File: src/rtl/pipe_ctrl_pkg.sv
// pipe_ctrl_pkg: shared definitions for the pipeline control unit.
//   - stall codes driven onto every pipeline register
//   - pending-redirect FSM state encodings
//   - per-cycle counter event bundle
//   - helper choosing the PC register code while a redirect is in flight
package pipe_ctrl_pkg;

  // Width of an architectural register address
  localparam int REG_AW = 5;

  // Per-register control code
  typedef enum logic [1:0] {
    STALL_NEXT = 2'b00,
    STALL_KEEP = 2'b01,
    STALL_ZERO = 2'b10
  } stall_code_e;

  // Pending-redirect state machine
  typedef enum logic [1:0] {
    ST_IDLE      = 2'b00,
    ST_PEND_CTRL = 2'b01,
    ST_PEND_EXC  = 2'b10
  } pend_state_e;

  // One flag per event counter, raised for the current cycle
  typedef struct packed {
    logic redirect;
    logic loaduse;
    logic fetch;
    logic backend;
  } cnt_evt_t;

  // During a redirect the PC register loads the target unless fetch is
  // stalled, in which case it holds and the redirect is deferred.
  function automatic stall_code_e lead_code(input logic fetch_stall);
    if (fetch_stall) begin
      return STALL_KEEP;
    end else begin
      return STALL_NEXT;
    end
  endfunction

endpackage

File: src/rtl/pipe_ctrl_if.sv
// pipe_ctrl_if: bundle between the datapath and the pipeline control unit.
//   master modport : datapath side (drives hazard/stall/redirect requests,
//                    receives per-register codes, redirect and counters)
//   slave modport  : pipe_ctrl side
// Signals:
//   src_rena/src_addr      decode source ports (5-bit address each)
//   prod_late/prod_waddr   late-result producers and their destinations
//   stall_req              per-stage stall requests, bit 0 = fetch
//   br_taken/jump/ctrl_target  resolved control redirect
//   exc_valid/exc_target   trap redirect from writeback
//   cnt_clr                synchronous counter clear
//   stall_ctrl             2-bit code per pipeline register (reg j at [2j+1:2j])
//   redirect_valid/redirect_pc  PC redirect this cycle
//   cnt_*                  saturating event counters
interface pipe_ctrl_if #(
  parameter int NSTAGE = 5,
  parameter int XLEN   = 64,
  parameter int NSRC   = 2,
  parameter int NPROD  = 2,
  parameter int CNT_W  = 32
);
  import pipe_ctrl_pkg::*;

  logic [NSRC-1:0]         src_rena;
  logic [REG_AW*NSRC-1:0]  src_addr;
  logic [NPROD-1:0]        prod_late;
  logic [REG_AW*NPROD-1:0] prod_waddr;
  logic [NSTAGE-1:0]       stall_req;
  logic                    br_taken;
  logic                    jump;
  logic [XLEN-1:0]         ctrl_target;
  logic                    exc_valid;
  logic [XLEN-1:0]         exc_target;
  logic                    cnt_clr;
  logic [2*NSTAGE-1:0]     stall_ctrl;
  logic                    redirect_valid;
  logic [XLEN-1:0]         redirect_pc;
  logic [CNT_W-1:0]        cnt_redirect;
  logic [CNT_W-1:0]        cnt_loaduse;
  logic [CNT_W-1:0]        cnt_fetch;
  logic [CNT_W-1:0]        cnt_backend;

  modport master (
    output src_rena, src_addr, prod_late, prod_waddr, stall_req,
           br_taken, jump, ctrl_target, exc_valid, exc_target, cnt_clr,
    input  stall_ctrl, redirect_valid, redirect_pc,
           cnt_redirect, cnt_loaduse, cnt_fetch, cnt_backend
  );

  modport slave (
    input  src_rena, src_addr, prod_late, prod_waddr, stall_req,
           br_taken, jump, ctrl_target, exc_valid, exc_target, cnt_clr,
    output stall_ctrl, redirect_valid, redirect_pc,
           cnt_redirect, cnt_loaduse, cnt_fetch, cnt_backend
  );

endinterface

File: src/rtl/pipe_ctrl_hazard_cmp.sv
// hazard_cmp: load-use detector. Compares every decode source port against
// every late producer and reduces the matches to a single flag.
// Ports:
//   src_rena   in  NSRC          source port i reads a register
//   src_addr   in  5*NSRC        source addresses, port i at [5i+4:5i]
//   prod_late  in  NPROD         producer k result not yet forwardable
//   prod_waddr in  5*NPROD       producer destination addresses
//   loaduse    out 1             some enabled source waits on a late producer
module hazard_cmp
  import pipe_ctrl_pkg::*;
#(
  parameter int NSRC  = 2,
  parameter int NPROD = 2
) (
  input  logic [NSRC-1:0]         src_rena,
  input  logic [REG_AW*NSRC-1:0]  src_addr,
  input  logic [NPROD-1:0]        prod_late,
  input  logic [REG_AW*NPROD-1:0] prod_waddr,
  output logic                    loaduse
);

  logic [NSRC*NPROD-1:0] match_s;

  // Register 0 is hardwired to zero and never creates a dependency.
  for (genvar gi = 0; gi < NSRC; gi++) begin : g_src
    for (genvar gk = 0; gk < NPROD; gk++) begin : g_prod
      assign match_s[gi*NPROD+gk] =
          src_rena[gi] & prod_late[gk] &
          (src_addr[REG_AW*gi +: REG_AW] == prod_waddr[REG_AW*gk +: REG_AW]) &
          (src_addr[REG_AW*gi +: REG_AW] != {REG_AW{1'b0}});
    end
  end

  assign loaduse = |match_s;

endmodule

File: src/rtl/pipe_ctrl.sv
// pipe_ctrl: stall/flush generation for an NSTAGE-register in-order pipeline.
// Drives a 2-bit NEXT/KEEP/ZERO code to each pipeline register (reg 0 = PC),
// issues PC redirects for traps and control transfers, defers a redirect
// while fetch is stalled, and counts redirect/stall activity.
// Ports:
//   clk    in  clock
//   rst_n  in  asynchronous active-low reset
//   bus    pipe_ctrl_if.slave: hazard, stall and redirect requests in;
//          stall_ctrl, redirect_valid/redirect_pc and counters out
// All outputs are combinational from the inputs and the registered state.
module pipe_ctrl
  import pipe_ctrl_pkg::*;
#(
  parameter int NSTAGE        = 5,
  parameter int XLEN          = 64,
  parameter int NSRC          = 2,
  parameter int NPROD         = 2,
  parameter int DEC_STAGE     = 1,
  parameter int RESOLVE_STAGE = 3,
  parameter int CNT_W         = 32
) (
  input  logic        clk,
  input  logic        rst_n,
  pipe_ctrl_if.slave  bus
);

  logic                loaduse_s;
  logic [NSTAGE-1:0]   sv_s;
  int                  hi_idx_s;
  logic                ctrl_live_s;
  logic                fetch_stall_s;
  pend_state_e         state_r;
  pend_state_e         state_nxt_s;
  logic [XLEN-1:0]     pend_tgt_r;
  logic [XLEN-1:0]     pend_tgt_nxt_s;
  logic [2*NSTAGE-1:0] stall_ctrl_s;
  logic                redirect_valid_s;
  logic [XLEN-1:0]     redirect_pc_s;
  cnt_evt_t            evt_s;
  logic [CNT_W-1:0]    cnt_redirect_r;
  logic [CNT_W-1:0]    cnt_loaduse_r;
  logic [CNT_W-1:0]    cnt_fetch_r;
  logic [CNT_W-1:0]    cnt_backend_r;

  function automatic logic [CNT_W-1:0] sat_inc(input logic [CNT_W-1:0] v);
    if (&v) begin
      return v;
    end else begin
      return v + CNT_W'(1);
    end
  endfunction

  hazard_cmp #(
    .NSRC  (NSRC),
    .NPROD (NPROD)
  ) u_hazard_cmp (
    .src_rena   (bus.src_rena),
    .src_addr   (bus.src_addr),
    .prod_late  (bus.prod_late),
    .prod_waddr (bus.prod_waddr),
    .loaduse    (loaduse_s)
  );

  // A trap from writeback suppresses any control transfer in the same cycle.
  assign ctrl_live_s   = (bus.br_taken | bus.jump) & ~bus.exc_valid;
  assign fetch_stall_s = bus.stall_req[0];

  // Effective stall vector: load-use appears as a stall of the decode stage
  always_comb begin
    sv_s            = bus.stall_req;
    sv_s[DEC_STAGE] = bus.stall_req[DEC_STAGE] | loaduse_s;
  end

  // Index of the youngest-stage (highest) stall, -1 when none
  always_comb begin
    hi_idx_s = -1;
    for (int r = 0; r < NSTAGE; r++) begin
      if (sv_s[r]) begin
        hi_idx_s = r;
      end else begin
        hi_idx_s = hi_idx_s;
      end
    end
  end

  // Priority encoder: register codes, redirect strobe, FSM next state, events
  always_comb begin
    state_nxt_s      = state_r;
    pend_tgt_nxt_s   = pend_tgt_r;
    stall_ctrl_s     = {NSTAGE{STALL_NEXT}};
    redirect_valid_s = 1'b0;
    evt_s            = '0;

    if (bus.exc_valid || (state_r == ST_PEND_EXC)) begin
      // Trap: squash everything behind the PC
      for (int r = 0; r < NSTAGE; r++) begin
        if (r == 0) begin
          stall_ctrl_s[2*r +: 2] = lead_code(fetch_stall_s);
        end else begin
          stall_ctrl_s[2*r +: 2] = STALL_ZERO;
        end
      end
      redirect_valid_s = ~fetch_stall_s;
      if (bus.exc_valid) begin
        // A fresh trap also overrides any deferred control redirect.
        if (fetch_stall_s) begin
          state_nxt_s    = ST_PEND_EXC;
          pend_tgt_nxt_s = bus.exc_target;
        end else begin
          state_nxt_s = ST_IDLE;
        end
      end else if (!fetch_stall_s) begin
        state_nxt_s = ST_IDLE;
      end else begin
        state_nxt_s = state_r;
      end
    end else if ((state_r == ST_PEND_CTRL) || ctrl_live_s) begin
      // Control transfer: squash up to the resolve stage, older work drains
      for (int r = 0; r < NSTAGE; r++) begin
        if (r == 0) begin
          stall_ctrl_s[2*r +: 2] = lead_code(fetch_stall_s);
        end else if (r <= RESOLVE_STAGE) begin
          stall_ctrl_s[2*r +: 2] = STALL_ZERO;
        end else begin
          stall_ctrl_s[2*r +: 2] = STALL_NEXT;
        end
      end
      redirect_valid_s = ~fetch_stall_s;
      if (state_r == ST_PEND_CTRL) begin
        // A new control redirect while one is pending is dropped.
        if (!fetch_stall_s) begin
          state_nxt_s = ST_IDLE;
        end else begin
          state_nxt_s = state_r;
        end
      end else if (fetch_stall_s) begin
        state_nxt_s    = ST_PEND_CTRL;
        pend_tgt_nxt_s = bus.ctrl_target;
      end else begin
        state_nxt_s = ST_IDLE;
      end
    end else if (|sv_s) begin
      // Freeze everything up to the youngest stall and insert a bubble after it
      for (int r = 0; r < NSTAGE; r++) begin
        if (r <= hi_idx_s) begin
          stall_ctrl_s[2*r +: 2] = STALL_KEEP;
        end else if (r == hi_idx_s + 1) begin
          stall_ctrl_s[2*r +: 2] = STALL_ZERO;
        end else begin
          stall_ctrl_s[2*r +: 2] = STALL_NEXT;
        end
      end
      evt_s.loaduse = loaduse_s & (hi_idx_s == DEC_STAGE);
      evt_s.backend = (hi_idx_s > DEC_STAGE);
      evt_s.fetch   = fetch_stall_s;
    end else begin
      evt_s.fetch = fetch_stall_s;
    end

    evt_s.redirect = redirect_valid_s;
  end

  // Redirect target: live trap first, then the deferred target, then control
  always_comb begin
    if (bus.exc_valid) begin
      redirect_pc_s = bus.exc_target;
    end else if (state_r != ST_IDLE) begin
      redirect_pc_s = pend_tgt_r;
    end else begin
      redirect_pc_s = bus.ctrl_target;
    end
  end

  // Pending-redirect state and target registers
  always_ff @(posedge clk or negedge rst_n) begin
    if (!rst_n) begin
      state_r    <= ST_IDLE;
      pend_tgt_r <= '0;
    end else begin
      state_r    <= state_nxt_s;
      pend_tgt_r <= pend_tgt_nxt_s;
    end
  end

  // Saturating event counters; clear wins over increment
  always_ff @(posedge clk or negedge rst_n) begin
    if (!rst_n) begin
      cnt_redirect_r <= '0;
      cnt_loaduse_r  <= '0;
      cnt_fetch_r    <= '0;
      cnt_backend_r  <= '0;
    end else if (bus.cnt_clr) begin
      cnt_redirect_r <= '0;
      cnt_loaduse_r  <= '0;
      cnt_fetch_r    <= '0;
      cnt_backend_r  <= '0;
    end else begin
      if (evt_s.redirect) cnt_redirect_r <= sat_inc(cnt_redirect_r);
      else                cnt_redirect_r <= cnt_redirect_r;
      if (evt_s.loaduse)  cnt_loaduse_r  <= sat_inc(cnt_loaduse_r);
      else                cnt_loaduse_r  <= cnt_loaduse_r;
      if (evt_s.fetch)    cnt_fetch_r    <= sat_inc(cnt_fetch_r);
      else                cnt_fetch_r    <= cnt_fetch_r;
      if (evt_s.backend)  cnt_backend_r  <= sat_inc(cnt_backend_r);
      else                cnt_backend_r  <= cnt_backend_r;
    end
  end

  assign bus.stall_ctrl     = stall_ctrl_s;
  assign bus.redirect_valid = redirect_valid_s;
  assign bus.redirect_pc    = redirect_pc_s;
  assign bus.cnt_redirect   = cnt_redirect_r;
  assign bus.cnt_loaduse    = cnt_loaduse_r;
  assign bus.cnt_fetch      = cnt_fetch_r;
  assign bus.cnt_backend    = cnt_backend_r;

endmodule

File: src/flat_wrapper.sv
// flat-port wrapper written by rule: the top's interface ports become plain ports
module pipe_ctrl_flat import pipe_ctrl_pkg::*;
#(
  parameter int NSTAGE        = 5,
  parameter int XLEN          = 64,
  parameter int NSRC          = 2,
  parameter int NPROD         = 2,
  parameter int DEC_STAGE     = 1,
  parameter int RESOLVE_STAGE = 3,
  parameter int CNT_W         = 32
)
  (clk, rst_n, bus_src_rena, bus_src_addr, bus_prod_late, bus_prod_waddr, bus_stall_req, bus_br_taken, bus_jump, bus_ctrl_target, bus_exc_valid, bus_exc_target, bus_cnt_clr, bus_stall_ctrl, bus_redirect_valid, bus_redirect_pc, bus_cnt_redirect, bus_cnt_loaduse, bus_cnt_fetch, bus_cnt_backend);
  pipe_ctrl_if #(.NSTAGE(NSTAGE), .XLEN(XLEN), .NSRC(NSRC), .NPROD(NPROD), .CNT_W(CNT_W)) bus_i ();
  input  logic clk;
  input  logic rst_n;
  input wire logic [$bits(bus_i.src_rena)-1:0] bus_src_rena;
  input wire logic [$bits(bus_i.src_addr)-1:0] bus_src_addr;
  input wire logic [$bits(bus_i.prod_late)-1:0] bus_prod_late;
  input wire logic [$bits(bus_i.prod_waddr)-1:0] bus_prod_waddr;
  input wire logic [$bits(bus_i.stall_req)-1:0] bus_stall_req;
  input wire logic [$bits(bus_i.br_taken)-1:0] bus_br_taken;
  input wire logic [$bits(bus_i.jump)-1:0] bus_jump;
  input wire logic [$bits(bus_i.ctrl_target)-1:0] bus_ctrl_target;
  input wire logic [$bits(bus_i.exc_valid)-1:0] bus_exc_valid;
  input wire logic [$bits(bus_i.exc_target)-1:0] bus_exc_target;
  input wire logic [$bits(bus_i.cnt_clr)-1:0] bus_cnt_clr;
  output wire logic [$bits(bus_i.stall_ctrl)-1:0] bus_stall_ctrl;
  output wire logic [$bits(bus_i.redirect_valid)-1:0] bus_redirect_valid;
  output wire logic [$bits(bus_i.redirect_pc)-1:0] bus_redirect_pc;
  output wire logic [$bits(bus_i.cnt_redirect)-1:0] bus_cnt_redirect;
  output wire logic [$bits(bus_i.cnt_loaduse)-1:0] bus_cnt_loaduse;
  output wire logic [$bits(bus_i.cnt_fetch)-1:0] bus_cnt_fetch;
  output wire logic [$bits(bus_i.cnt_backend)-1:0] bus_cnt_backend;
  assign bus_i.src_rena = bus_src_rena;
  assign bus_i.src_addr = bus_src_addr;
  assign bus_i.prod_late = bus_prod_late;
  assign bus_i.prod_waddr = bus_prod_waddr;
  assign bus_i.stall_req = bus_stall_req;
  assign bus_i.br_taken = bus_br_taken;
  assign bus_i.jump = bus_jump;
  assign bus_i.ctrl_target = bus_ctrl_target;
  assign bus_i.exc_valid = bus_exc_valid;
  assign bus_i.exc_target = bus_exc_target;
  assign bus_i.cnt_clr = bus_cnt_clr;
  assign bus_stall_ctrl = bus_i.stall_ctrl;
  assign bus_redirect_valid = bus_i.redirect_valid;
  assign bus_redirect_pc = bus_i.redirect_pc;
  assign bus_cnt_redirect = bus_i.cnt_redirect;
  assign bus_cnt_loaduse = bus_i.cnt_loaduse;
  assign bus_cnt_fetch = bus_i.cnt_fetch;
  assign bus_cnt_backend = bus_i.cnt_backend;
  pipe_ctrl #(.NSTAGE(NSTAGE), .XLEN(XLEN), .NSRC(NSRC), .NPROD(NPROD), .DEC_STAGE(DEC_STAGE), .RESOLVE_STAGE(RESOLVE_STAGE), .CNT_W(CNT_W)) u_core (.clk(clk), .rst_n(rst_n), .bus(bus_i));
endmodule
File: config.mk
export PLATFORM = sky130hd
export DESIGN_NAME = pipe_ctrl_flat
export DESIGN_NICKNAME = d
export VERILOG_FILES = /design/src/rtl/pipe_ctrl_pkg.sv /design/src/rtl/pipe_ctrl_if.sv /design/src/rtl/pipe_ctrl_hazard_cmp.sv /design/src/rtl/pipe_ctrl.sv /design/src/flat_wrapper.sv
export SDC_FILE = /design/constraint.sdc
export NUM_CORES = 1
export LEC_CHECK = 0
export BUFFER_PORTS_ARGS = -buffer_cell sky130_fd_sc_hd__buf_2
export CORE_MARGIN = 2
export CORE_UTILIZATION = 52
export DETAILED_ROUTE_END_ITERATION = 10
export GPL_TIMING_DRIVEN = 0
export HOLD_SLACK_MARGIN = 0.08
export PLACE_DENSITY = 0.81
export SLEW_MARGIN = 20
export SYNTH_ARGS = -nofsm -noshare
export SYNTH_HDL_FRONTEND = slang
export SYNTH_SLANG_ARGS = --single-unit
File: constraint.sdc
create_clock -name clk -period 2.8 [get_ports clk]
set_input_delay 0.14 -clock clk [delete_from_list [all_inputs] [get_ports clk]]
set_output_delay 0.14 -clock clk [all_outputs]
set_load 0.005 [all_outputs]
**Yosys cells after proc, flatten, opt, wreduce, memory -nomap -nowiden**

Cells that the tools add are included.

- Output and inout bits: 203
- Flip-flop bits (word level): 194
- Word-level logic and storage cells: 127

- Reductions and logical operators: 23
- Magnitude comparators: 6
- $add $sub $neg: 5
- Multiplexer cells: 51
- Equal/unequal tests: 18
- Bitwise gates (word level): 18

Operators with widths:

| cell | number |
|---|---|
| 2-to-1 mux 32 bit | 17 |
| 2-to-1 mux 64 bit | 8 |
| adder 32 x 1 -> 32 bit, second input constant | 4 |
| AND reduction 32 bit | 4 |
| equality test 3 x 32 -> 1 bit, first input constant | 2 |
| <= comparator 3 x 32 -> 1 bit, first input constant | 2 |
| adder 32 x 2 -> 32 bit, second input constant | 1 |
| equality test 2 x 32 -> 1 bit, first input constant | 1 |
| equality test 32 x 2 -> 1 bit, second input constant | 1 |
| equality test 4 x 32 -> 1 bit, first input constant | 1 |
| greater-than comparator 32 x 2 -> 1 bit, second input constant | 1 |
| <= comparator 1 x 32 -> 1 bit, first input constant | 1 |
| <= comparator 2 x 32 -> 1 bit, first input constant | 1 |
| <= comparator 4 x 32 -> 1 bit, first input constant | 1 |
| zero test 32 bit | 1 |
| 2-to-1 mux 2 bit | 16 |
| 2-to-1 mux 10 bit | 3 |
| equality test 5 bit | 4 |
| bitwise AND 1 bit | 14 |
| nonzero test 2 bit | 7 |
| != test 2 bit, second input constant | 6 |
| nonzero test 5 bit | 2 |
| AND reduction 2 bit | 4 |
| 2-to-1 mux 3 bit | 2 |
| other kinds (10) | 17 |

**Depth between registers and ports, before layout**

Gate-level depths: netlist of run 1.

- Word-level depth: 16
- Depth in mapped cells: 12
- Depth with buffers taken out: 12

**Cells and area by module**

From an unflattened synthesis of run 1, not the netlist that was laid out.

- Cells, all modules: 1372
- Area total of the unflattened synthesis: 11876.4 um^2

Modules (own cells, without submodules):

| module | cells each | times used | seq. area each (um^2) | area an instance (um^2) |
|---|---|---|---|---|
| pipe_ctrl | 1339 | 1 | 4854.7 | 11614.9 |
| hazard_cmp | 33 | 1 | 0.0 | 261.5 |

**Worst setup path after synthesis of run 1**

OpenSTA, ideal clock, no wires.

- Kind: input port to output port
- Start point: in bus_src_addr[0]
- End point: out bus_stall_ctrl[3]
- Setup slack: 114 ps
- Arrival time: 2546 ps
- Stages: 11
- Required time: 2660 ps
- Buffers on the path: 0
- Cells stage by stage: or4_1 -> o21a_1 -> a32oi_4 -> nand2b_1 -> nor3_2 -> inv_1 -> ha_1 -> nand4bb_1 -> nor3_1 -> nand3b_1 -> o21ai_0

- Word-level cells in the longest chain between the ends: 16

RTL lines:

| element | line | RTL |
|---|---|---|
| start: declaration | flat_wrapper.sv:17 | `input wire logic [$bits(bus_i.src_addr)-1:0] bus_src_addr;` |
| equality test 5 bit | pipe_ctrl_hazard_cmp.sv:29 | `(src_addr[REG_AW*gi +: REG_AW] == prod_waddr[REG_AW*gk +: REG_AW]) &` |
| bitwise AND 1 bit | pipe_ctrl_hazard_cmp.sv:28 | `src_rena[gi] & prod_late[gk] &` |
| bitwise AND 1 bit | pipe_ctrl_hazard_cmp.sv:29 |  |
| OR reduction 4 bit * | pipe_ctrl_hazard_cmp.sv:34 | `assign loaduse = \|match_s;` |
| bitwise OR 1 bit * | pipe_ctrl.sv:71 | `sv_s[DEC_STAGE] = bus.stall_req[DEC_STAGE] \| loaduse_s;` |
| 2-to-1 mux 32 bit (4 in a row) | pipe_ctrl.sv:78 | `if (sv_s[r]) begin` |
| adder 32 x 2 -> 32 bit | pipe_ctrl.sv:147 | `end else if (r == hi_idx_s + 1) begin` |
| equality test 2 x 32 -> 1 bit | pipe_ctrl.sv:147 |  |
| 2-to-1 mux 2 bit | pipe_ctrl.sv:147 |  |
| 2-to-1 mux 2 bit | pipe_ctrl.sv:145 | `if (r <= hi_idx_s) begin` |
| 2-to-1 mux 10 bit * | pipe_ctrl.sv:142 | `end else if (\|sv_s) begin` |
| 2-to-1 mux 10 bit * | pipe_ctrl.sv:117 | `end else if ((state_r == ST_PEND_CTRL) \|\| ctrl_live_s) begin` |
| 2-to-1 mux 10 bit * | pipe_ctrl.sv:94 | `if (bus.exc_valid \|\| (state_r == ST_PEND_EXC)) begin` |
| end: declaration | flat_wrapper.sv:27 | `output wire logic [$bits(bus_i.stall_ctrl)-1:0] bus_stall_ctrl;` |

Every way passes the cells marked *; elsewhere a longest branch is shown, timed or not.

**Worst setup path in the final report of run 1**

- Start point: reg u_core.state_r[0]
- End point: reg u_core.pend_tgt_r[21]

- Word-level cells in the longest chain between the ends: 4

RTL lines:

| element | line | RTL |
|---|---|---|
| start: declaration | pipe_ctrl.sv:32 | `pend_state_e state_r;` |
| start signal: assignment | pipe_ctrl.sv:180 | `state_r <= state_nxt_s;` |
| equality test 2 bit or equality test 2 x 1 -> 1 bit (tied branches) | pipe_ctrl.sv:94, pipe_ctrl.sv:117, pipe_ctrl.sv:129 |  |
| logical OR 1 bit, on equally long branches | pipe_ctrl.sv:94, pipe_ctrl.sv:117 |  |
| != test 2 x 1 -> 1 bit (no source line), or another cell as far along | n/a |  |
| AND reduction 5 bit (no source line) | n/a |  |
| end signal: assignment | pipe_ctrl.sv:181 | `pend_tgt_r <= pend_tgt_nxt_s;` |
| end: declaration | pipe_ctrl.sv:34 | `logic [XLEN-1:0] pend_tgt_r;` |

Several ways; a longest one is shown, not always the timed one.
A chain may end at the register's enable or synchronous reset.

==> flow_metrics.py, run 1 <==
metrics = {
    "run_status": {
        "status": "finished, final reports clean",
    },
    "power": {
        "p_leak_nw": 7.70,
        "cellInternalPower_mw": 5.01,
        "sequentialPowerShare_pct": 43.6,
        "p_switching_mw": 2.10,
        "irDropWorstVdd_mv": 0.390,
        "p_per_area_mw_per_mm2": 452,
        "swShare_pct": 29.5,
        "power_frac_clock_pct": 36.3,
        "combPwrFrac_pct": 20.1,
    },
    "cts": {
        "clock_latency_ns": 0.44,
        "clock-sinks": 194,
        "cts_buffers": 17,
        "htree_levels": 4,
        "clock_path_buffers": 2,
        "clk_pin_slew_ns": 0.07,
        "cts-root-buf": "clkbuf_16",
        "cts_tree": "yes",
    },
    "yosys": {
        "synth_top_area_cell": "dfrtp_1",
        "avgSynthCellArea_um2": 8.95,
        "synth_edf_count": 0,
        "synth_area_leaders": "dfrtp_1 (42%), mux2i_1 (11%), o21ai_0 (6.1%)",
        "ys_types": 58,
        "synth_ff_type": "dfrtp_1",
        "netlist.area_leader.share_pct": 42.1,
        "synth-seq-cells": 194,
        "ys.warnings.count": 0,
        "netlist_instances": 1289,
        "ys_seq_area_share_pct": 42.1,
        "async_flop_share_pct": 100,
        "netlist_area_mm2": 0.0115,
        "synth_fp_nets": 1458,
    },
    "cells_and_area": {
        "syn_to_final_growth_pct": 36.3,
        "fillerInstances": 1635,
        "fin_nets": 1971,
        "drive_gt1_share_pct": 25.1,
        "final_util_pct": 72.0,
        "multi_input_area_mm2": 0.00636,
        "layout.area.seq_mm2": 0.00485,
    },
    "floorplanning": {
        "core_mm2": 0.0218,
        "die-area_mm2": 0.0234,
        "die_x_um": 153,
        "num_rows": 54,
        "start_util_pct": 52.9,
        "io_pins": 366,
        "die_y_um": 153,
    },
    "global_routing": {
        "grt_pass1_wl_mm": 62.9,
        "grt_use_total_pct": 33.1,
        "overflow": 0,
        "antenna_found_initial": 4,
        "grt_max_degree": 92,
        "grt_pass1_vias": 12249,
    },
    "timing": {
        "hold_viol": 0,
        "fin_skew_ns": 0.0150,
        "period_minus_slack_ns": 2.71,
        "final-setup-viol-count": 0,
        "slew_headroom_pct": 44.6,
        "rsz0062_at_grt": "yes",
        "drv_slew": 0,
        "worst_pin_slew_ns": 0.820,
        "setup_tns_ns": 0,
        "period_share_pct": 96.6,
        "fmax_mhz": 370,
    },
    "worst_setup_path": {
        "required_ns": 3.11,
        "worst_setup_path_start_kind": "flip-flop",
        "worstSetupPathType": "reg2reg",
        "cp-end-kind": "flip-flop",
        "critPathMaxFanout": 10,
        "arrival_ns": 3.01,
    },
    "placement": {
        "place.port_buffers": 362,
        "finalWeightedCongestion": 0.957,
        "hpwlAfterDp_mm": 27.1,
    },
    "min_path": {
        "hold_class": "in2reg",
    },
    "drt": {
        "drt_iter0_drc": 755,
        "ant_nets": 0,
        "vias_per_cell": 5.72,
        "dr.pass1.iters": 5,
        "wl_per_cell_um": 18.4,
        "vias": 11993,
        "postRouteWirelength_mm": 38.6,
        "drc": 0,
    },
    "run": {
        "cap_viol_max_count": 0,
    },
}
-- repair_timing --
item,in CTS,in global routing
setup buffers,2,0
hold buffers,128,0
hold endpoints to repair,258,0
setup endpoints to repair,63,33
pin swaps,2,0
resized for setup,3,12
-- through the flow --
stage / std cells / hold slack, ns / power, mW / setup slack [ns] / instance area, um2
detailed placement: 1933 / 0.0265 / 4.30 / -0.500 / 13800
global route: 2097 / 0.0929 / 7.37 / -0.106 / 15700
floorplan: 1289 / -0.156 / 3.75 / 0.114 / 11500
global placement: 1931 / 0.443 / 4.26 / -1.67 / 13700
finish: 2098 / 0.103 / 7.11 / 0.0945 / 15700
CTS: 2095 / 0.0814 / 7.05 / 0.0323 / 15700
-- kinds of logic (layout without fill, tap and decap cells) --
group                    Yosys count  in the layout  share of synthesized area, %
AO/OA/AOI/OAI                    187            187                          8.98
XOR/XNOR                         110            110                          8.35
adder cells (fa/ha/maj)            6              6                         0.651
buffers and inverters             85            611                          3.04
flip-flops                       194            194                          42.1
multiplexers                     148            148                          13.0
other                              1              4                        0.0325
AND/OR/NAND/NOR                  558            558                          23.8
-- routing by layer --
| metal | GRT usage [%] | wire, um |
|---|---|---|
| met3 | 6.83 | 2510 |
| met1 | 38.9 | 14900 |
| met5 | 0 | 13 |
| met4 | 17.2 | 1960 |
| met2 | 57.3 | 19200 |
-- power groups by stage --
stage / clock network (mW) / logic, mW / registers (mW)
after floorplan: 0 / 0.656 / 3.10
after global placement: 0 / 1.13 / 3.13
after detailed placement: 0 / 1.17 / 3.13
after CTS: 2.61 / 1.37 / 3.08
after global routing: 2.71 / 1.56 / 3.11
final: 2.58 / 1.43 / 3.09
-- state kept, by name, summed over array words and instances, names as in the netlist --
name	flops
u_core.state_r	2
u_core.bus.cnt_loaduse	32
u_core.pend_tgt_r	64
u_core.bus.cnt_backend	32
u_core.bus.cnt_redirect	32
u_core.bus.cnt_fetch	32
-- layout make-up --
class,instances,share of cell area (%)
Timing Repair Buffer,494,20.2
Clock buffer,17,2.71
Inverter,18,0.438
Buffer,67,1.85
Multi-Input combinational cell,1010,40.4
Tap cell,280,2.23
Sequential cell,194,30.9
Clock inverter,15,1.24
Antenna cell,3,0.0478
-- cell usage in the layout (no fill, tap or decap), drive strengths merged, types with 7 or more instances in the layout --
master / netlist / final
dlygate4sd3: 0 / 128
mux2i: 132 / 132
and2: 10 / 10
xnor2: 55 / 55
o21ai: 140 / 140
buf: 21 / 382
nand2b: 7 / 7
a21oi: 23 / 23
or3: 14 / 14
and3: 24 / 24
clkbuf: 46 / 68
nand2: 187 / 187
nor2b: 17 / 17
dfrtp: 194 / 194
nor2: 153 / 153
mux2: 16 / 16
xor2: 55 / 55
inv: 17 / 24
nor3: 17 / 17
nor4: 10 / 10
nand3: 48 / 48
and4: 17 / 17
nand4: 38 / 38
-- path summary, 6_finish.rpt --
kind / cells past startpoint / from / endpoint / slack, ns
max in group asynchronous: 3 / rst_n / u_core.pend_tgt_r[37] / 1.90
setup reg to reg: 8 / u_core.state_r[0] / u_core.pend_tgt_r[21] / 0.09
min in group asynchronous: 2 / rst_n / u_core.bus.cnt_loaduse[14] / 0.16
hold / removal: 3 / bus_exc_target[8] / u_core.pend_tgt_r[8] / 0.10
hold reg to reg: 2 / u_core.pend_tgt_r[6] / u_core.pend_tgt_r[6] / 0.49
setup / recovery: 8 / u_core.state_r[0] / u_core.pend_tgt_r[21] / 0.09
-- critical path, cell delays in order, from the launching register on --
cell and delay [ns]:
dfrtp_1 0.32, buf_2 0.19, inv_1 0.09, a21oi_1 0.14
buf_2 0.28, buf_1 0.61, mux2i_1 0.29, dlygate4sd3_1 0.58
o21ai_0 0.07
-- synthesized netlist by cell type, types with 3 or more instances --
| cell | number |
|---|---|
| clkbuf_1 | 45 |
| buf_2 | 11 |
| nor4_4 | 3 |
| nand2b_1 | 7 |
| a21oi_1 | 23 |
| and4_1 | 15 |
| nor3_1 | 15 |
| dfrtp_1 | 194 |
| nor4_2 | 3 |
| and3_1 | 24 |
| or4_1 | 4 |
| buf_1 | 7 |
| xor2_1 | 55 |
| nor4_1 | 4 |
| nand4_1 | 38 |
| mux2_2 | 7 |
| mux2_1 | 9 |
| or3_1 | 13 |
| nand3_1 | 48 |
| nor2_1 | 152 |
| nor2b_1 | 17 |
| nand3b_1 | 5 |
| mux2i_1 | 132 |
| inv_1 | 17 |
| xnor2_1 | 55 |
| and2_1 | 9 |
| a31o_2 | 6 |
| ha_1 | 6 |
| nand2_1 | 185 |
| o21ai_0 | 140 |
| nor4b_1 | 4 |
No activity file was read; power rests on OpenSTA's default activity.
==> run 2: changes to the inputs <==
==> constraint.sdc (replaced) <==
create_clock -name clk -period 2.8 [get_ports clk]
set_input_delay 0.28 -clock clk [delete_from_list [all_inputs] [get_ports clk]]
set_output_delay 0.28 -clock clk [all_outputs]
set_load 0.005 [all_outputs]
==> run 2 against run 1 <==
The run now ends with setup timing left. Sequential share of layout area rose by 2.6 points. Routed wire length down 11%. Critical path depth grew 5. Clock skew shrank 0.0014 ns. First-iteration DRC count fell by 14%. Cell count shrank 5.8%. Clock-buffer cell count is 1 higher. Clock power is 5% lower. Global-route usage decreased by 3.8 points. Fmax is 8.7% lower. Worst hold slack better by 0.038 ns. Cell area down 7.8%.
==> flow_metrics.py, run 2 (synthesis gave the netlist of run 1 again) <==
metrics = {
    "worst_setup_path": {
        "cp-end-kind": "output port",
        "arrival_ns": 2.68,
        "worstSetupPathType": "in2out",
        "max_stage_delay_ns": 0.51,
        "critPathMaxFanout": 3,
        "required_ns": 2.52,
        "crit_family": "simple AND/OR/NAND/NOR gates",
        "cp_slowest_cell": "or4_1",
        "worst_setup_path_start_kind": "input port",
        "crit_chain": "buf_8 > or4_1 > o21a_1 > a32oi_4 > nand2b_4 > nor3_4 > inv_1 > ha_1 > nand4bb_1 > nor3_2 > nand3b_1 > o21ai_1 > buf_2",
        "worst-path-buf-inv": 3,
    },
    "floorplanning": {
        "core_mm2": 0.0218,
        "die_x_um": 153,
        "die_y_um": 153,
        "io_pins": 366,
        "die-area_mm2": 0.0234,
        "start_util_pct": 52.9,
        "num_rows": 54,
    },
    "placement": {
        "place_ws_ns": -0.572,
        "finalWeightedCongestion": 0.949,
        "hpwlAfterDp_mm": 26.6,
        "place.port_buffers": 362,
    },
    "power": {
        "p_switching_mw": 2.01,
        "swShare_pct": 29.9,
        "p_leak_nw": 7.18,
        "irDropWorstVdd_mv": 0.336,
        "p_per_area_mw_per_mm2": 464,
        "combPwrFrac_pct": 17.6,
        "power_frac_clock_pct": 36.5,
        "cellInternalPower_mw": 4.71,
        "sequentialPowerShare_pct": 45.9,
    },
    "cts": {
        "clock_path_buffers": 2,
        "clock-sinks": 194,
        "htree_levels": 4,
        "cts_tree": "yes",
        "clk_pin_slew_ns": 0.08,
        "clock_latency_ns": 0.44,
        "cts_buffers": 17,
        "cts-root-buf": "clkbuf_16",
    },
    "cells_and_area": {
        "fin_nets": 1848,
        "mostFrequentLayoutCell": "buf_2",
        "regMostFlops": "u_core.pend_tgt_r",
        "layout_common_cells": "buf_2 (368), dfrtp_1 (194), nand2_1 (183)",
        "drive_gt1_share_pct": 26.9,
        "syn_to_final_growth_pct": 25.6,
        "largest_register_ffs": 64,
    },
    "drt": {
        "dr.pass1.iters": 5,
        "vias_per_cell": 5.63,
        "drc": 0,
        "ant_nets": 0,
        "vias": 11135,
        "postRouteWirelength_mm": 34.5,
        "wl_per_cell_um": 17.5,
        "drt_iter0_drc": 648,
    },
    "timing": {
        "rsz0062_at_grt": "yes",
        "hold_ws_ns": 0.141,
        "period_share_pct": 106,
        "final-setup-viol-count": 3,
        "fin_skew_ns": 0.0136,
        "drv_slew": 0,
        "fmax_mhz": 337,
        "slew_headroom_pct": 44.0,
        "worst_slack_ns": -0.165,
        "hold_viol": 0,
        "period_minus_slack_ns": 2.96,
        "worst_pin_slew_ns": 0.829,
    },
    "run_status": {
        "status": "finished with violations",
        "violations": "setup timing",
    },
    "global_routing": {
        "antenna_found_initial": 6,
        "grt_max_degree": 85,
        "grt_pass1_vias": 10703,
        "overflow": 0,
        "grt_pass1_wl_mm": 56.0,
        "grt_use_total_pct": 29.3,
    },
    "min_path": {
        "hold_class": "in2reg",
    },
    "run": {
        "cap_viol_max_count": 0,
    },
}
==> run 2: worst paths after layout <==
| kind | startpoint | end | slack (ns) | cells after the start |
|---|---|---|---|---|
| max | bus_src_addr[0] | bus_stall_ctrl[3] | -0.16 | 13 |
| min | bus_exc_target[11] | u_core.pend_tgt_r[11] | 0.14 | 3 |
| max reg2reg | u_core.bus.cnt_loaduse[20] | u_core.bus.cnt_loaduse[11] | 0.18 | 9 |
| min reg2reg | u_core.pend_tgt_r[41] | u_core.pend_tgt_r[41] | 0.48 | 2 |
| max in group asynchronous | rst_n | u_core.bus.cnt_redirect[31] | 1.43 | 4 |
| min in group asynchronous | rst_n | u_core.bus.cnt_loaduse[25] | 0.28 | 2 |
==> run 2: cell type report <==
type,count,area (um2)
Inverter,18,68.8
Clock buffer,18,439
Buffer,67,282
Clock inverter,14,159
Antenna cell,5,12.5
Fill cell,1792,7340
Multi-Input combinational cell,1010,6360
Sequential cell,194,4850
Timing Repair Buffer,371,1960
Tap cell,280,350
==> run 2: power groups by stage <==
| stage | clock (mW) | sequential [mW] | combinational (mW) |
|---|---|---|---|
| after floorplan | 0 | 3.10 | 0.659 |
| after global placement | 0 | 3.13 | 1.13 |
| after detailed placement | 0 | 3.13 | 1.18 |
| after CTS | 2.50 | 3.08 | 1.19 |
| after global routing | 2.62 | 3.10 | 1.31 |
| final | 2.45 | 3.09 | 1.18 |
==> run 2: per-layer routing <==
layer	part of all wire, %	vias to the layer above	track usage [%]	wire length, um
met1	41	5311	37.7	14200
met2	48	469	48.3	16700
met3	6.1	101	5.36	2090
li1	-	5252	-	-
met4	4.5	2	13.6	1560
met5	0.032	-	0	11
==> run 2: what timing repair did <==
| action | in CTS | in global routing |
|---|---|---|
| setup buffers | 5 | 1 |
| pin swaps | 4 | 0 |
| endpoints found under the hold margin | 98 | 0 |
| setup endpoints to repair | 63 | 3 |
| gates resized for setup | 9 | 2 |
| hold buffers | 1 | 0 |
==> run 2: through the flow <==
step                      area, um2  util (%)  total power [mW]  cells  TNS, ns
after floorplan               11600         -              3.75   1289  -0.0422
after global placement        13700      62.8              4.26   1931  -343.52
after detailed placement      13800      63.1              4.30   1933    -1.46
after CTS                     14500      66.3              6.77   1971   -0.305
after global routing          14500      66.4              7.03   1976   -0.739
final                         14500      66.4              6.72   1977   -0.409
==> run 2: worst min-delay path, cell delays in order <==
cell and delay [ns]:
buf_2 0.08, mux2i_1 0.05, o21ai_0 0.13
==> run 3: changes to the inputs <==
- SYNTH_HIERARCHICAL: unset -> 1
==> run 3 against run 2 <==
The run still ends with setup timing left. Fmax decreased by 5.3%. Clock power increased by 4%. Clock-buffer cell count unchanged. Sequential share of layout area decreased by 1.1 points. Worst hold slack improved by 0.011 ns. Register-to-register slack got worse by 0.03 ns. Synthesized area increased by 3.0%. Total power increased by 2.9%. Cell area increased by 3.3%. Largest cell class unchanged.
==> flow_metrics.py, run 3 <==
metrics = {
    "cells_and_area": {
        "regMostFlops": "u_core/pend_tgt_r",
        "largest_register_ffs": 64,
        "fillerInstances": 1898,
        "syn_to_final_growth_pct": 26.0,
        "mostFrequentLayoutCell": "buf_2",
        "stdcell_count": 2062,
        "layout_common_cells": "buf_2 (370), dfrtp_1 (194), a21oi_1 (164)",
        "fin_nets": 1932,
        "drive_gt1_share_pct": 26.4,
    },
    "cts": {
        "cts-root-buf": "clkbuf_16",
        "cts_tree": "yes",
        "clock_latency_ns": 0.44,
        "cts_buffers": 17,
        "clock_path_buffers": 2,
        "clock-sinks": 194,
        "htree_levels": 4,
        "clk_pin_slew_ns": 0.08,
    },
    "floorplanning": {
        "core_mm2": 0.0225,
        "num_rows": 55,
        "die-area_mm2": 0.0241,
        "io_pins": 366,
        "start_util_pct": 52.8,
        "die_x_um": 155,
        "die_y_um": 155,
    },
    "drt": {
        "top_layer_used": "met5",
        "wl_met2_mm": 19.2,
        "ant_nets": 0,
        "wl_per_cell_um": 19.1,
        "drt_iter0_drc": 896,
        "dr_wl_met3_mm": 3.31,
        "vias_per_cell": 6.09,
        "vias": 12562,
        "drc": 0,
        "met1_length_mm": 15.0,
        "postRouteWirelength_mm": 39.3,
        "dr.pass1.iters": 5,
    },
    "timing": {
        "fmax_mhz": 320,
        "rsz0062_at_grt": "yes",
        "period_minus_slack_ns": 3.13,
        "slew_headroom_pct": 44.5,
        "final-setup-viol-count": 4,
        "worst_slack_ns": -0.329,
        "hold_viol": 0,
        "worst_pin_slew_ns": 0.827,
        "fin_skew_ns": 0.0166,
        "drv_slew": 0,
        "period_share_pct": 112,
    },
    "placement": {
        "place.port_buffers": 362,
        "place_ws_ns": -0.694,
        "dp.cells": 2021,
        "finalWeightedCongestion": 0.937,
        "hpwlAfterDp_mm": 29.7,
    },
    "yosys": {
        "netlist_area_mm2": 0.0119,
        "yosys-top-cells-count": "dfrtp_1 (194), a21oi_1 (164), o21ai_0 (137)",
        "netlist_instances": 1372,
        "ys_types": 59,
        "synth_fp_nets": 1542,
        "synth_edf_count": 0,
        "synth_ff_type": "dfrtp_1",
        "synth_top_area_cell": "dfrtp_1",
        "synth-seq-cells": 194,
        "yosysMostFrequentCell": "dfrtp_1",
        "netlist.area_leader.share_pct": 40.9,
        "ys_seq_area_share_pct": 40.9,
        "ys.warnings.count": 6,
        "avgSynthCellArea_um2": 8.66,
        "synth_area_leaders": "dfrtp_1 (41%), mux2i_1 (11%), a21oi_1 (6.9%)",
        "async_flop_share_pct": 100,
    },
    "worst_setup_path": {
        "arrival_ns": 2.85,
        "worst_setup_path_start_kind": "input port",
        "required_ns": 2.52,
        "crit_path_start": "bus_src_addr[8]",
        "worstSetupPathType": "in2out",
        "cp-end-kind": "output port",
        "r2r-start": "u_core/state_r[0]",
        "critPathMaxFanout": 6,
    },
    "min_path": {
        "worstHoldStart": "bus_exc_target[45]",
        "hold_class": "in2reg",
    },
    "global_routing": {
        "grt_max_degree": 86,
        "antenna_found_initial": 6,
        "grt_use_total_pct": 31.4,
        "grt_pass1_wl_mm": 60.7,
        "grt_pass1_vias": 11691,
        "overflow": 0,
    },
    "run_status": {
        "violations": "setup timing",
        "status": "finished with violations",
    },
    "power": {
        "p_leak_nw": 6.85,
        "p_per_area_mw_per_mm2": 462,
        "irDropWorstVdd_mv": 0.361,
    },
    "run": {
        "cap_viol_max_count": 0,
    },
}
-- run 3: where the power goes --
group / internal, mW / switching (mW)
clock network: 1.31 / 1.23
logic: 0.534 / 0.756
registers: 2.98 / 0.105
total: 4.82 / 2.09
-- run 3: cells by family after synthesis --
| kind of cell | share of synthesized area (%) |
|---|---|
| DFF | 40.9 |
| buffers and inverters | 3.88 |
| and+or+nand+nor | 23.1 |
| xor gates and xnor gates | 2.80 |
| other | 0.0316 |
| AOI/OAI and AO/OA | 17.0 |
| adders and majority gates | 0.737 |
| muxes | 11.6 |
-- run 3: repair_timing --
action / 4_1_cts / 5_1_grt
pin swaps: 13 / 8
hold buffers: 1 / 0
resized for setup: 35 / 15
endpoints found under the setup margin: 64 / 44
endpoints found under the hold margin: 46 / 0
buffers inserted: 5 / 1
-- run 3: metrics by stage --
step | hold slack [ns] | TNS [ns] | utilization [%] | area (um2) | total power, mW
after floorplan | -0.0156 | 0 | - | 11900 | 3.79
after global placement | 0.509 | -377.29 | 62.5 | 14100 | 4.32
after detailed placement | 0.212 | -5.61 | 62.8 | 14100 | 4.38
after CTS | 0.144 | -1.21 | 66.2 | 14900 | 6.94
after global routing | 0.155 | -1.62 | 66.5 | 15000 | 7.20
final | 0.152 | -1.12 | 66.5 | 15000 | 6.92
-- run 3: routing by layer --
layer,up-vias,global-route usage [%]
met2,649,53.2
met5,-,0
met4,6,14.1
li1,5845,-
met1,5961,38.2
met3,101,7.47
-- run 3: path summary, 6_finish.rpt --
kind / slack, ns / cells past startpoint / end
min in group asynchronous: 0.34 / 2 / u_core/bus.cnt_loaduse[8]
min reg2reg: 0.53 / 2 / u_core/pend_tgt_r[52]
max in group asynchronous: 1.64 / 3 / u_core/pend_tgt_r[55]
min: 0.15 / 3 / u_core/pend_tgt_r[45]
max: -0.33 / 13 / bus_stall_ctrl[3]
max reg2reg: 0.15 / 7 / u_core/pend_tgt_r[32]
-- run 3: area by class of cell --
type	count	area, um2	area share [%]
multi-input cells	1068	6690	44.7
diodes	2	5.00	0.0334
inverters	27	101	0.677
plain buffers	83	373	2.49
flip-flops and latches	194	4850	32.4
clock inverters	14	169	1.13
well taps	285	357	2.38
clock buffers	18	439	2.93
repair buffers	371	1970	13.2
-- run 3: critical path, stage by stage --
cell	delay, ns
buf_8	0.10
or4_4	0.54
o21ai_4	0.18
o22ai_4	0.10
nor4_4	0.41
inv_1	0.09
ha_1	0.30
nor4b_4	0.19
nand3_2	0.13
buf_6	0.15
nor2_2	0.09
a21o_1	0.15
buf_2	0.13
